==> src/rtl/pc_fetch_unit.sv <==
// Instruction fetch stage: owns the architectural PC, issues single-outstanding fetches,
// and loads {pc, pc+4, instr} into the IF/ID output register with a one-entry skid.
module pc_fetch_unit #(
    parameter logic [31:0] RESET_PC = 32'h0000_3000
) (
    input  logic        clk,
    input  logic        rst,
    input  logic        stall,
    input  logic        redirect,
    input  logic [31:0] redirect_pc,
    output logic        imem_req,
    output logic [31:0] imem_addr,
    input  logic        imem_rvalid,
    input  logic [31:0] imem_rdata,
    output logic        out_valid,
    output logic [31:0] out_pc,
    output logic [31:0] out_pc4,
    output logic [31:0] out_instr,
    output logic        addr_err
);

    localparam int unsigned XLEN = 32;
    localparam logic [XLEN-1:0] STEP = XLEN'(4);

    typedef enum logic [1:0] {
        S_REQ  = 2'd0,
        S_WAIT = 2'd1,
        S_HOLD = 2'd2,
        S_DROP = 2'd3
    } state_t;

    typedef struct packed {
        logic [XLEN-1:0] pc;
        logic [XLEN-1:0] pc4;
        logic [XLEN-1:0] instr;
    } fetch_out_t;

    state_t          state;
    state_t          state_d;
    logic [XLEN-1:0] pc;
    logic [XLEN-1:0] pc_d;
    logic [XLEN-1:0] pc_plus4;
    logic [XLEN-1:0] skid_pc;
    logic [XLEN-1:0] skid_pc_d;
    logic [XLEN-1:0] skid_instr;
    logic [XLEN-1:0] skid_instr_d;
    fetch_out_t      out_q;
    fetch_out_t      out_d;
    logic            out_valid_q;
    logic            out_valid_d;
    logic            addr_err_q;
    logic            addr_err_d;

    assign pc_plus4 = pc + STEP;

    // State register
    always_ff @(posedge clk or posedge rst) begin
        if (rst) begin
            state <= S_REQ;
        end else begin
            state <= state_d;
        end
    end

    // Next-state logic; redirect wins over stall and over a response in every state
    always_comb begin
        state_d = state;
        case (state)
            S_REQ: begin
                if (!redirect) begin
                    state_d = S_WAIT;
                end
            end
            S_WAIT: begin
                if (redirect) begin
                    state_d = imem_rvalid ? S_REQ : S_DROP;
                end else if (imem_rvalid) begin
                    state_d = (stall && out_valid_q) ? S_HOLD : S_REQ;
                end
            end
            S_HOLD: begin
                if (redirect || !stall) begin
                    state_d = S_REQ;
                end
            end
            S_DROP: begin
                if (!redirect && imem_rvalid) begin
                    state_d = S_REQ;
                end
            end
            default: state_d = S_REQ;
        endcase
    end

    // Output and datapath next values
    always_comb begin
        imem_req     = (state == S_REQ) && !redirect;
        imem_addr    = pc;
        pc_d         = pc;
        skid_pc_d    = skid_pc;
        skid_instr_d = skid_instr;
        out_d        = out_q;
        out_valid_d  = out_valid_q && stall;
        addr_err_d   = 1'b0;

        if (redirect) begin
            out_valid_d  = 1'b0;
            skid_pc_d    = '0;
            skid_instr_d = '0;
            pc_d         = {redirect_pc[XLEN-1:2], 2'b00};
            addr_err_d   = |redirect_pc[1:0];
        end else begin
            case (state)
                S_WAIT: begin
                    if (imem_rvalid) begin
                        pc_d = pc_plus4;
                        if (stall && out_valid_q) begin
                            skid_pc_d    = pc;
                            skid_instr_d = imem_rdata;
                        end else begin
                            out_d.pc    = pc;
                            out_d.pc4   = pc_plus4;
                            out_d.instr = imem_rdata;
                            out_valid_d = 1'b1;
                        end
                    end
                end
                S_HOLD: begin
                    if (!stall) begin
                        out_d.pc     = skid_pc;
                        out_d.pc4    = skid_pc + STEP;
                        out_d.instr  = skid_instr;
                        out_valid_d  = 1'b1;
                        skid_pc_d    = '0;
                        skid_instr_d = '0;
                    end
                end
                default: begin
                end
            endcase
        end
    end

    // Datapath registers; a late response after reset is ignored because state restarts in REQ
    always_ff @(posedge clk or posedge rst) begin
        if (rst) begin
            pc          <= RESET_PC;
            skid_pc     <= '0;
            skid_instr  <= '0;
            out_q       <= '0;
            out_valid_q <= 1'b0;
            addr_err_q  <= 1'b0;
        end else begin
            pc          <= pc_d;
            skid_pc     <= skid_pc_d;
            skid_instr  <= skid_instr_d;
            out_q       <= out_d;
            out_valid_q <= out_valid_d;
            addr_err_q  <= addr_err_d;
        end
    end

    assign out_valid = out_valid_q;
    assign out_pc    = out_q.pc;
    assign out_pc4   = out_q.pc4;
    assign out_instr = out_q.instr;
    assign addr_err  = addr_err_q;

endmodule

==> config.mk <==
export PLATFORM = sky130hd
export DESIGN_NAME = pc_fetch_unit
export DESIGN_NICKNAME = d
export VERILOG_FILES = /design/src/rtl/pc_fetch_unit.sv
export SDC_FILE = /design/constraint.sdc
export NUM_CORES = 1
export LEC_CHECK = 0
export ABC_AREA = 1
export CORE_MARGIN = 5
export CORE_UTILIZATION = 57
export CTS_CLUSTER_DIAMETER = 60
export DETAILED_ROUTE_END_ITERATION = 16
export PLACE_DENSITY = 0.87
export SYNTH_ARGS = -nofsm -noshare
export SYNTH_HDL_FRONTEND = slang
export SYNTH_SLANG_ARGS = --single-unit
==> constraint.sdc <==
create_clock -name clk -period 14.85 [get_ports clk]
set_input_delay 3.7125 -clock clk [delete_from_list [all_inputs] [get_ports clk]]
set_output_delay 3.7125 -clock clk [all_outputs]
set_load 0.01 [all_outputs]
==> out/metrics.yaml, run 1 <==
pwr_density_cell_mw_per_mm2: 185
cts_buffer_depth: 2
cts_resized: 0
vias: 10021
hold_path_class: "reg -> reg"
routedWlPerCell_um: 18.0
clk_latency_ns: 0.43
finClkSkew_ns: 0.0114
p_leak_nw: 5.49
ant_nets: 0
synthArstFlopShare_pct: 100
seqPwrFrac_pct: 38.7
die_area_mm2: 0.0206
fmax_ghz: 0.113
grt_pass1_vias: 9632
finalMaxSlewViolations: 0
yosys_most_used_dff: "dfrtp_1"
syn_to_final_growth_pct: 24.3
nFillCells: 1349
worstMarginPinSlew_ns: 1.14
critPathMaxStageDelay_ns: 0.49
power.switching_w: 0.000938
die_h_um: 144
routed_via_density: 5.83
hold_viol_final: 0
critPathKind: "in -> out"
muxShareOfSynthArea_pct: 0
clock_sinks: 190
synth_area_mm2: 0.0102
cts-htree-levels: 4
yosysSeqAreaShare_pct: 46.7
critPathLaunchType: "primary input"
path_common_cell: "clkdlybuf4s50_1"
synthXorXnorAreaFrac_pct: 1.97
path_buf_inv: 3
holdPathEnd: "out_pc4[31]$_DFFE_PP0P_"
cp-end-kind: "primary output"
hpwlAfterDp_um: 21100
p_total_w: 0.00234
grt_usage_pct: 30.2
remaining_drc_errors: 0
port-buffer-count: 197
synth_cell_types: 39
p_int_w: 0.00141
globalplace.congestion: 0.939
holdPathStages: 2
syn_area_per_cell_um2: 7.61
die_x_um: 144
setup_violations: 0
start_util_pct: 58.5
cts-hold-fix-buffers: 0
fin_crit_sh_pct: 59.7
grt_pass1_wl_um: 49500
drt_iter0_markers: 911
min_period_ns: 8.87
reg2reg_depth: 9
crit_chain: "clkdlybuf4s50_1, buf_4, nor2_1, clkdlybuf4s50_1"
cts_tree: "done"
dr.pass1.iters: 8
synth_fa_ha_area_share_pct: 0.860
r2r_setup_slack_ns: 10.98
grt_max_degree: 105
numCtsBuffers: 17
cts_root_buf: "clkbuf_16"
fin_area_mm2: 0.0127
clockPowerShare_pct: 19.0
synth-simple-area-share_pct: 30.8
ioPinCount: 200
cpMaxStageDelayCell: "clkdlybuf4s50_1"
totalWireLength_um: 30900
yosysWarnings: 0
critical_path_arrival_ns: 5.16
antenna_cells: 0
cts_setup_buffers: 0
rows: 48
timing.slew.headroom_pct: 24.2
rsz0062_at_grt: "false"
holdWs_ns: 0.488
synth_edf_count: 0
core_mm2: 0.0174
layout-drive-gt1-share_pct: 5.29
clk_pin_slew_ns: 0.07
grt_overflow: 0
synth_compound_area_share_pct: 10.9
placedInstanceArea_mm2: 0.0121
synth-seq-cells: 190
r2r-end: "skid_pc[10]$_DFFE_PP0P_"
ir_drop_mv: 0.100
cp_max_fo: 36
r2r-start: "state[0]$_DFFE_PP0P_"
syn_inst: 1338
synth_top_family_by_area: "simple AND/OR/NAND/NOR gates"
fin_tns_setup_ns: 0
max-cap-violations: 0
final_nets: 1557
status: "completed"
crit_family: "buffers and inverters"
swShare_pct: 40.0
worstPathRequired_ns: 11.14
p_comb_share_pct: 42.3
antenna_found_initial: 0
hold_path_startpoint: "out_pc4[31]$_DFFE_PP0P_"
cell usage in the layout (no fill, tap or decap), types with 2 or more instances in the layout:
| cell type | n |
|---|---|
| conb_1 | 2 |
| nand2_4 | 3 |
| o21ai_0 | 30 |
| clkbuf_16 | 17 |
| a31oi_1 | 62 |
| nor2_1 | 131 |
| nand2_2 | 5 |
| dfstp_2 | 2 |
| ha_1 | 6 |
| nand3_1 | 73 |
| xor2_1 | 18 |
| a21oi_1 | 7 |
| o21ai_1 | 53 |
| inv_2 | 2 |
| clkdlybuf4s50_1 | 197 |
| nor2_2 | 10 |
| nand3_2 | 2 |
| buf_4 | 8 |
| nor3_1 | 2 |
| nor2_4 | 10 |
| dfrtp_1 | 188 |
| inv_6 | 5 |
| clkbuf_8 | 2 |
| inv_1 | 116 |
| nand2_1 | 424 |
| xnor2_1 | 3 |
| nand4_1 | 64 |
| clkinvlp_4 | 2 |
| inv_4 | 2 |
| o211ai_1 | 31 |
| clkinv_2 | 4 |
power by group through the flow:
stage / registers [W] / logic [W] / clock network [W]
floorplan: 0.000923 / 0.000507 / 0
global placement: 0.000905 / 0.000956 / 0
detailed placement: 0.000907 / 0.000987 / 0
CTS: 0.000902 / 0.000994 / 0.000448
global route: 0.000930 / 0.00109 / 0.000471
finish: 0.000908 / 0.000991 / 0.000446
cells by family (layout without fill, tap and decap cells):
family                     after synthesis  count (layout)
DFF                                    190             190
adders and majority gates                7               7
AOI/OAI and AO/OA                      188             188
buffers and inverters                  204             359
and+or+nand+nor                        726             726
xor gates and xnor gates                22              22
other                                    1               2
area by class of cell:
class | instances | area [µm²] | share of cell area (%)
multi-input combinational | 945 | 4550 | 35.9
clock buffer | 20 | 457 | 3.61
inverter | 122 | 468 | 3.70
clock inverter | 12 | 109 | 0.860
sequential | 190 | 4760 | 37.6
timing repair buffer | 205 | 2030 | 16.1
tap | 225 | 282 | 2.23
layer usage:
layer | share of wire [%] | up-vias | global-route usage [%] | routed length, µm
met3 | 8.4 | 100 | 5.06 | 2600
met4 | 4.1 | 0 | 12.9 | 1260
met5 | 0 | - | 0 | 0
met2 | 48 | 541 | 49.3 | 14900
li1 | - | 4647 | - | -
met1 | 39 | 4733 | 40.2 | 12200
sequential cells by signal, indices dropped and copies added, names as in the netlist:
name,flops
imem_addr,30
addr_err,1
out_pc,31
skid_instr,32
out_pc4,30
skid_pc,31
state,2
out_valid,1
out_instr,32
worst register-to-register path: cells and delay by family, from the launching register on:
family / cells / cell delay [ns]
AO/OA/AOI/OAI: 2 / 0.54
adder cells (fa/ha/maj): 1 / 0.18
buffers and inverters: 4 / 2.12
flip-flops: 1 / 0.40
AND/OR/NAND/NOR: 2 / 0.55
how the worst max path moves through the flow:
stage                               to  depth (start not counted)      from  slack [ns]
floorplan           addr_err$_DFF_PP0_                          1       rst        5.97
global placement              imem_req                          4  redirect        5.99
detailed placement            imem_req                          4  redirect        5.96
CTS                           imem_req                          4  redirect        5.95
global route                  imem_req                          4  redirect        5.91
finish                        imem_req                          4  redirect        5.98
metrics by stage:
step                setup WS (ns)  instances  util, %
floorplan                    5.97       1339        -
global placement             5.99       1687     69.4
detailed placement           5.96       1687     69.4
CTS                          5.95       1719     72.6
global route                 5.91       1719     72.6
finish                       5.98       1719     72.6
Yosys cell counts, types with 2 or more instances:
cell type | instances | area share (%)
dfrtp_1 | 188 | 46
buf_2 | 22 | 1.1
nor3_1 | 2 | 0.098
inv_1 | 118 | 4.4
nor2_2 | 10 | 0.61
clkbuf_1 | 32 | 1.2
nand2_1 | 424 | 16
nor2_1 | 131 | 4.8
nand4_1 | 64 | 3.9
nand3_1 | 73 | 3.6
ha_1 | 7 | 0.86
o21ai_0 | 30 | 1.5
o21ai_1 | 53 | 2.6
dfstp_2 | 2 | 0.52
xor2_1 | 18 | 1.5
xnor2_1 | 3 | 0.26
a31oi_1 | 62 | 3.8
nand2_4 | 3 | 0.33
inv_2 | 2 | 0.074
buf_1 | 9 | 0.33
nand3_2 | 2 | 0.20
a21oi_1 | 7 | 0.34
buf_6 | 7 | 0.77
buf_4 | 11 | 0.81
nand2_2 | 5 | 0.31
o211ai_1 | 31 | 2.3
nor2_4 | 10 | 1.1
Power figures use the tool's default switching activity.
==> run 2, diff against run 1 <==
CORE_UTILIZATION = 53   (was 57)
PLACE_DENSITY = 0.82   (was 0.87)
clock period = 8.95 ns   (was 14.85 ns; I/O delays follow)
==> out/metrics.yaml, run 2 (same netlist as run 1, synthesis figures left out) <==
status: "completed"
routed_via_density: 5.60  # -4.0%
syn_to_final_growth_pct: 24.8
clockPowerShare_pct: 19.5  # +0.5 points
grt_max_degree: 112  # +6.7%
critPathLaunchType: "primary input"
hold_viol_final: 0  # unchanged
cts_setup_buffers: 0  # unchanged
p_total_w: 0.00390  # +66%
clk_latency_ns: 0.44  # about the same
p_leak_nw: 5.49  # about the same
power.switching_w: 0.00157  # +67%
fmax_ghz: 0.170
die_h_um: 149  # +3.4%
antenna_found_initial: 0  # unchanged
ant_nets: 0  # unchanged
hpwlAfterDp_um: 21000  # -0.48%
layout_common_cells: "424 x nand2_1, 197 x clkdlybuf4s50_1, 188 x dfrtp_1, 131 x nor2_1, 116 x inv_1"
worstMarginPinSlew_ns: 1.18  # +0.0419 ns
critPathKind: "in -> out"
cp_max_fo: 36  # unchanged
cp-end-kind: "primary output"
ioPinCount: 200  # unchanged
placed_cells: 1722  # +2.1%
rows: 50  # +4.2%
core_mm2: 0.0188  # +8.1%
layout-drive-gt1-share_pct: 5.35  # +0.067 points
port-buffer-count: 197  # unchanged
cts_root_buf: "clkbuf_16"
crit_chain: "clkdlybuf4s50_1, buf_4, nor2_1, clkdlybuf4s50_1"
finalMaxSlewViolations: 0  # unchanged
path_common_cell: "clkdlybuf4s50_1"
setup_violations: 0  # unchanged
p_comb_share_pct: 41.8  # -0.5 points
antenna_cells: 0  # unchanged
clk_pin_slew_ns: 0.07  # about the same
die_area_mm2: 0.0221  # +7.0%
pwr_density_cell_mw_per_mm2: 307  # +65%
instances_no_fill: 1754  # +2.0%
fin_crit_sh_pct: 65.6
r2r_setup_slack_ns: 4.83  # -6.15 ns
cts_buffer_depth: 2  # unchanged
clock_sinks: 190  # unchanged
globalplace.congestion: 0.923  # -1.7%
worstPathRequired_ns: 6.71  # -4.43 ns
p_int_w: 0.00233  # +65%
grt_pass1_vias: 9521  # -1.2%
grt_pass1_wl_um: 49200  # -0.71%
max-cap-violations: 0  # unchanged
swShare_pct: 40.3  # +0.27 points
crit_family: "buffers and inverters"
fin_area_mm2: 0.0127  # +0.47%
min_period_ns: 5.87
dr.pass1.iters: 6  # -2
hold_path_class: "reg -> reg"
nFillCells: 1567  # +16%
critPathMaxStageDelay_ns: 0.49  # about the same
fin_tns_setup_ns: 0  # unchanged
place_ws_ns: 3.07  # -2.90 ns
seqPwrFrac_pct: 38.7  # about the same
rsz0062_at_grt: "false"
routedWlPerCell_um: 17.4  # -3.5%
final_nets: 1557  # unchanged
cts-htree-levels: 4  # unchanged
remaining_drc_errors: 0  # unchanged
path_buf_inv: 3  # unchanged
grt_overflow: 0  # unchanged
worst_slack_ns: 3.08  # -2.90 ns
cts-hold-fix-buffers: 0  # unchanged
final_common_cell: "nand2_1"
start_util_pct: 54.1  # -4.4 points
finClkSkew_ns: 0.00951  # -0.00187 ns
ir_drop_mv: 0.155  # +55%
numCtsBuffers: 17  # unchanged
cts_tree: "done"
placedInstanceArea_mm2: 0.0121  # +0.36%
totalWireLength_um: 30400  # -1.6%
cts_resized: 0  # unchanged
drt_iter0_markers: 1034  # +14%
vias: 9821  # -2.0%
grt_usage_pct: 27.6  # -2.7 points
cpMaxStageDelayCell: "clkdlybuf4s50_1"
critical_path_arrival_ns: 3.64  # -1.52 ns
timing.slew.headroom_pct: 21.4  # -2.8 points
die_x_um: 149  # +3.4%
==> run 2: final cells by class <==
type | count | area, µm² | share of cell area, %
Timing Repair Buffer | 205 | 2030 | 16.0
Multi-Input combinational cell | 945 | 4550 | 35.8
Tap cell | 260 | 325 | 2.56
Clock buffer | 17 | 425 | 3.35
Clock inverter | 15 | 156 | 1.23
Sequential cell | 190 | 4760 | 37.4
Inverter | 122 | 468 | 3.68
==> run 2: worst reg2reg max path, delay by kind of cell, from the launching register on <==
family                   cells  cell delay (ns)
flip-flops                   1             0.40
AO/OA/AOI/OAI                2             0.72
AND/OR/NAND/NOR              2             0.44
buffers and inverters        4             1.91
adder cells (fa/ha/maj)      1             0.57
==> run 2: power groups by stage <==
| stage | clock network, W | logic (W) | registers, W |
|---|---|---|---|
| final | 0.000760 | 0.00163 | 0.00151 |
| after global routing | 0.000798 | 0.00180 | 0.00155 |
| after CTS | 0.000763 | 0.00164 | 0.00150 |
| after detailed placement | 0 | 0.00163 | 0.00151 |
| after global placement | 0 | 0.00159 | 0.00151 |
| after floorplan | 0 | 0.000841 | 0.00153 |
==> run 2: final timing paths <==
path                                          from                        end  cells after the start
setup reg to reg              state[0]$_DFFE_PP0P_  skid_instr[2]$_DFFE_PP0P_                      9
hold reg to reg            out_pc4[18]$_DFFE_PP0P_    out_pc4[18]$_DFFE_PP0P_                      2
max in group asynchronous                      rst     out_pc[10]$_DFFE_PP0P_                      3
setup / recovery                          redirect                   imem_req                      4
hold / removal             out_pc4[18]$_DFFE_PP0P_    out_pc4[18]$_DFFE_PP0P_                      2
min in group asynchronous                      rst   imem_addr[2]$_DFFE_PP0P_                      2
==> run 2: metal layers <==
layer / share of wire (%) / track usage, % / wire length, µm
met5: 0 / 0 / 0
met4: 2.2 / 8.91 / 655
met3: 8.0 / 4.51 / 2430
met2: 49 / 46.0 / 15000
met1: 41 / 37.0 / 12300
==> run 2: stage by stage <==
| stage | util [%] | hold slack [ns] |
|---|---|---|
| final | 67.5 | 0.486 |
| after global routing | 67.5 | 0.508 |
| after CTS | 67.5 | 0.489 |
| after detailed placement | 64.4 | 0.466 |
| after global placement | 64.4 | 0.463 |
| after floorplan | - | 0.460 |
==> run 3, diff against run 2 <==
clock period = 6 ns   (was 8.95 ns; I/O delays follow)
==> out/metrics.yaml, run 3 (same netlist as run 1, synthesis figures left out) <==
status: "completed"
cp_max_fo: 8  # -78%
hpwlAfterDp_um: 20900  # -0.42%
nFillCells: 1580  # +0.83%
timing.slew.headroom_pct: 20.0  # -1.4 points
crit_family: "buffers and inverters"
final-seq-area_mm2: 0.00476  # unchanged
critPathLaunchType: "primary input"
clk_pin_slew_ns: 0.07  # about the same
finClkSkew_ns: 0.0128  # +0.00332 ns
path_buf_inv: 2  # -1
hold_path_class: "reg -> reg"
setup_violations: 0  # unchanged
drt_iter0_markers: 934  # -9.7%
critPathKind: "in -> out"
max-cap-violations: 0  # unchanged
cts_tree: "done"
syn_to_final_growth_pct: 25.1
hold_path_startpoint: "out_pc4[18]$_DFFE_PP0P_"
r2r-end: "out_pc4[5]$_DFFE_PP0P_"
critical_path_arrival_ns: 2.82  # -0.82 ns
layout_common_cells: "424 x nand2_1, 197 x clkdlybuf4s50_1, 188 x dfrtp_1, 131 x nor2_1, 116 x inv_1"
clock_sinks: 190  # unchanged
grt_pass1_vias: 9321  # -2.1%
placedInstanceArea_mm2: 0.0121  # +0.13%
layout-drive-gt1-share_pct: 5.29  # -0.063 points
p_leak_nw: 5.49  # +0.11%
ir_drop_mv: 0.244  # +57%
cts-hold-fix-buffers: 0  # unchanged
multiInputGateArea_mm2: 0.00455  # unchanged
cts_root_buf: "clkbuf_16"
r2r-start: "state[0]$_DFFE_PP0P_"
holdPathStages: 2  # unchanged
fmax_ghz: 0.231
globalplace.congestion: 0.921  # -0.17%
cp-end-kind: "primary output"
hold_viol_final: 0  # unchanged
path_common_cell: "clkdlybuf4s50_1"
port-buffer-count: 197  # unchanged
min_period_ns: 4.32
fin_tns_setup_ns: 0  # unchanged
routed_via_density: 5.65  # +0.99%
numCtsBuffers: 17  # unchanged
worstPathRequired_ns: 4.50  # -2.21 ns
cts_resized: 0  # unchanged
grt_max_degree: 127  # +13%
cts-htree-levels: 4  # unchanged
r2r_setup_slack_ns: 2.96  # -1.87 ns
die_x_um: 149  # unchanged
pwr_density_cell_mw_per_mm2: 459  # +50%
grt_overflow: 0  # unchanged
ioPinCount: 200  # unchanged
fin_crit_sh_pct: 72.1
rows: 50  # unchanged
critPathMaxStageDelay_ns: 0.60  # +0.11 ns
cts_buffer_depth: 2  # unchanged
clk_latency_ns: 0.43  # about the same
rsz0062_at_grt: "false"
start_util_pct: 54.1  # unchanged
antenna_cells: 0  # unchanged
cts_setup_buffers: 0  # unchanged
final_common_cell: "nand2_1"
die_area_mm2: 0.0221  # unchanged
ant_nets: 0  # unchanged
reg2reg_depth: 9  # unchanged
crit_chain: "clkdlybuf4s50_1, nor2_1, clkdlybuf4s50_1"
cpMaxStageDelayCell: "clkdlybuf4s50_1"
grt_pass1_wl_um: 48900  # -0.52%
instances_no_fill: 1753  # -0.057%
totalWireLength_um: 30500  # +0.33%
antenna_found_initial: 0  # unchanged
remaining_drc_errors: 0  # unchanged
placed_cells: 1721  # -0.058%
dr.pass1.iters: 5  # -1
grt_usage_pct: 27.6  # +0.064 points
core_mm2: 0.0188  # unchanged
worstMarginPinSlew_ns: 1.20  # +0.0209 ns
routedWlPerCell_um: 17.4  # +0.39%
finalMaxSlewViolations: 0  # unchanged
vias: 9913  # +0.94%
holdPathEnd: "out_pc4[18]$_DFFE_PP0P_"
fin_area_mm2: 0.0127  # +0.17%
final_nets: 1556  # -0.064%
die_h_um: 149  # unchanged
-- run 3: cell types whose count changed in the layout (fill, tap and decap cells not counted) --
cell and change:
clkinv_4 -2, inv_6 +3, bufinv_16 +1, buf_4 -3, inv_8 -4, clkinv_2 +2, buf_12 +2
-- run 3: worst max path at each step --
stage / end / slack (ns) / from / cells past startpoint
after detailed placement: out_pc[1]$_DFFE_PP0P_ / 1.45 / redirect / 6
after CTS: imem_req / 1.67 / redirect / 3
after global placement: out_pc[1]$_DFFE_PP0P_ / 1.50 / redirect / 6
final: imem_req / 1.68 / redirect / 3
after global routing: imem_req / 1.61 / redirect / 3
after floorplan: addr_err$_DFF_PP0_ / 2.05 / rst / 1
-- run 3: power breakdown --
group	switching, W	internal (W)	leakage (nW)
Clock	0.000529	0.000622	0.282
Sequential	0.000468	0.00179	2.33
Combinational	0.00134	0.00110	2.88
Total	0.00234	0.00351	5.49
-- run 3: worst reg2reg max path: stages, from the launching register on --
cell      delay, ns
dfrtp_1        0.38
inv_1          0.10
ha_2           0.22
buf_4          0.36
nand2_1        0.21
nand3_1        0.14
nor2_4         0.68
buf_12         0.45
o211ai_1       0.33
nand2_1        0.12
-- run 3: stage by stage --
stage                     power (W)  utilization (%)  hold WS [ns]  setup slack, ns
after floorplan             0.00354                -         0.460             2.05
after global placement      0.00463             64.5         0.465             1.50
after detailed placement    0.00470             64.5         0.469             1.45
after CTS                   0.00586             67.6         0.490             1.67
after global routing        0.00620             67.6         0.497             1.61
final                       0.00585             67.6         0.493             1.68
-- run 3: layer usage --
metal	wire [µm]	share of wire, %	global-route usage, %
met5	0	0	0
met2	14400	47	44.3
met4	1220	4.0	11.5
met1	12500	41	38.0
met3	2380	7.8	3.81
-- run 3: cell type report --
cell class | instances | area share (%)
Sequential cell | 190 | 37.4
Tap cell | 260 | 2.56
Multi-Input combinational cell | 945 | 35.7
Clock buffer | 17 | 3.34
Inverter | 122 | 3.67
Clock inverter | 15 | 1.27
Timing Repair Buffer | 204 | 16.1
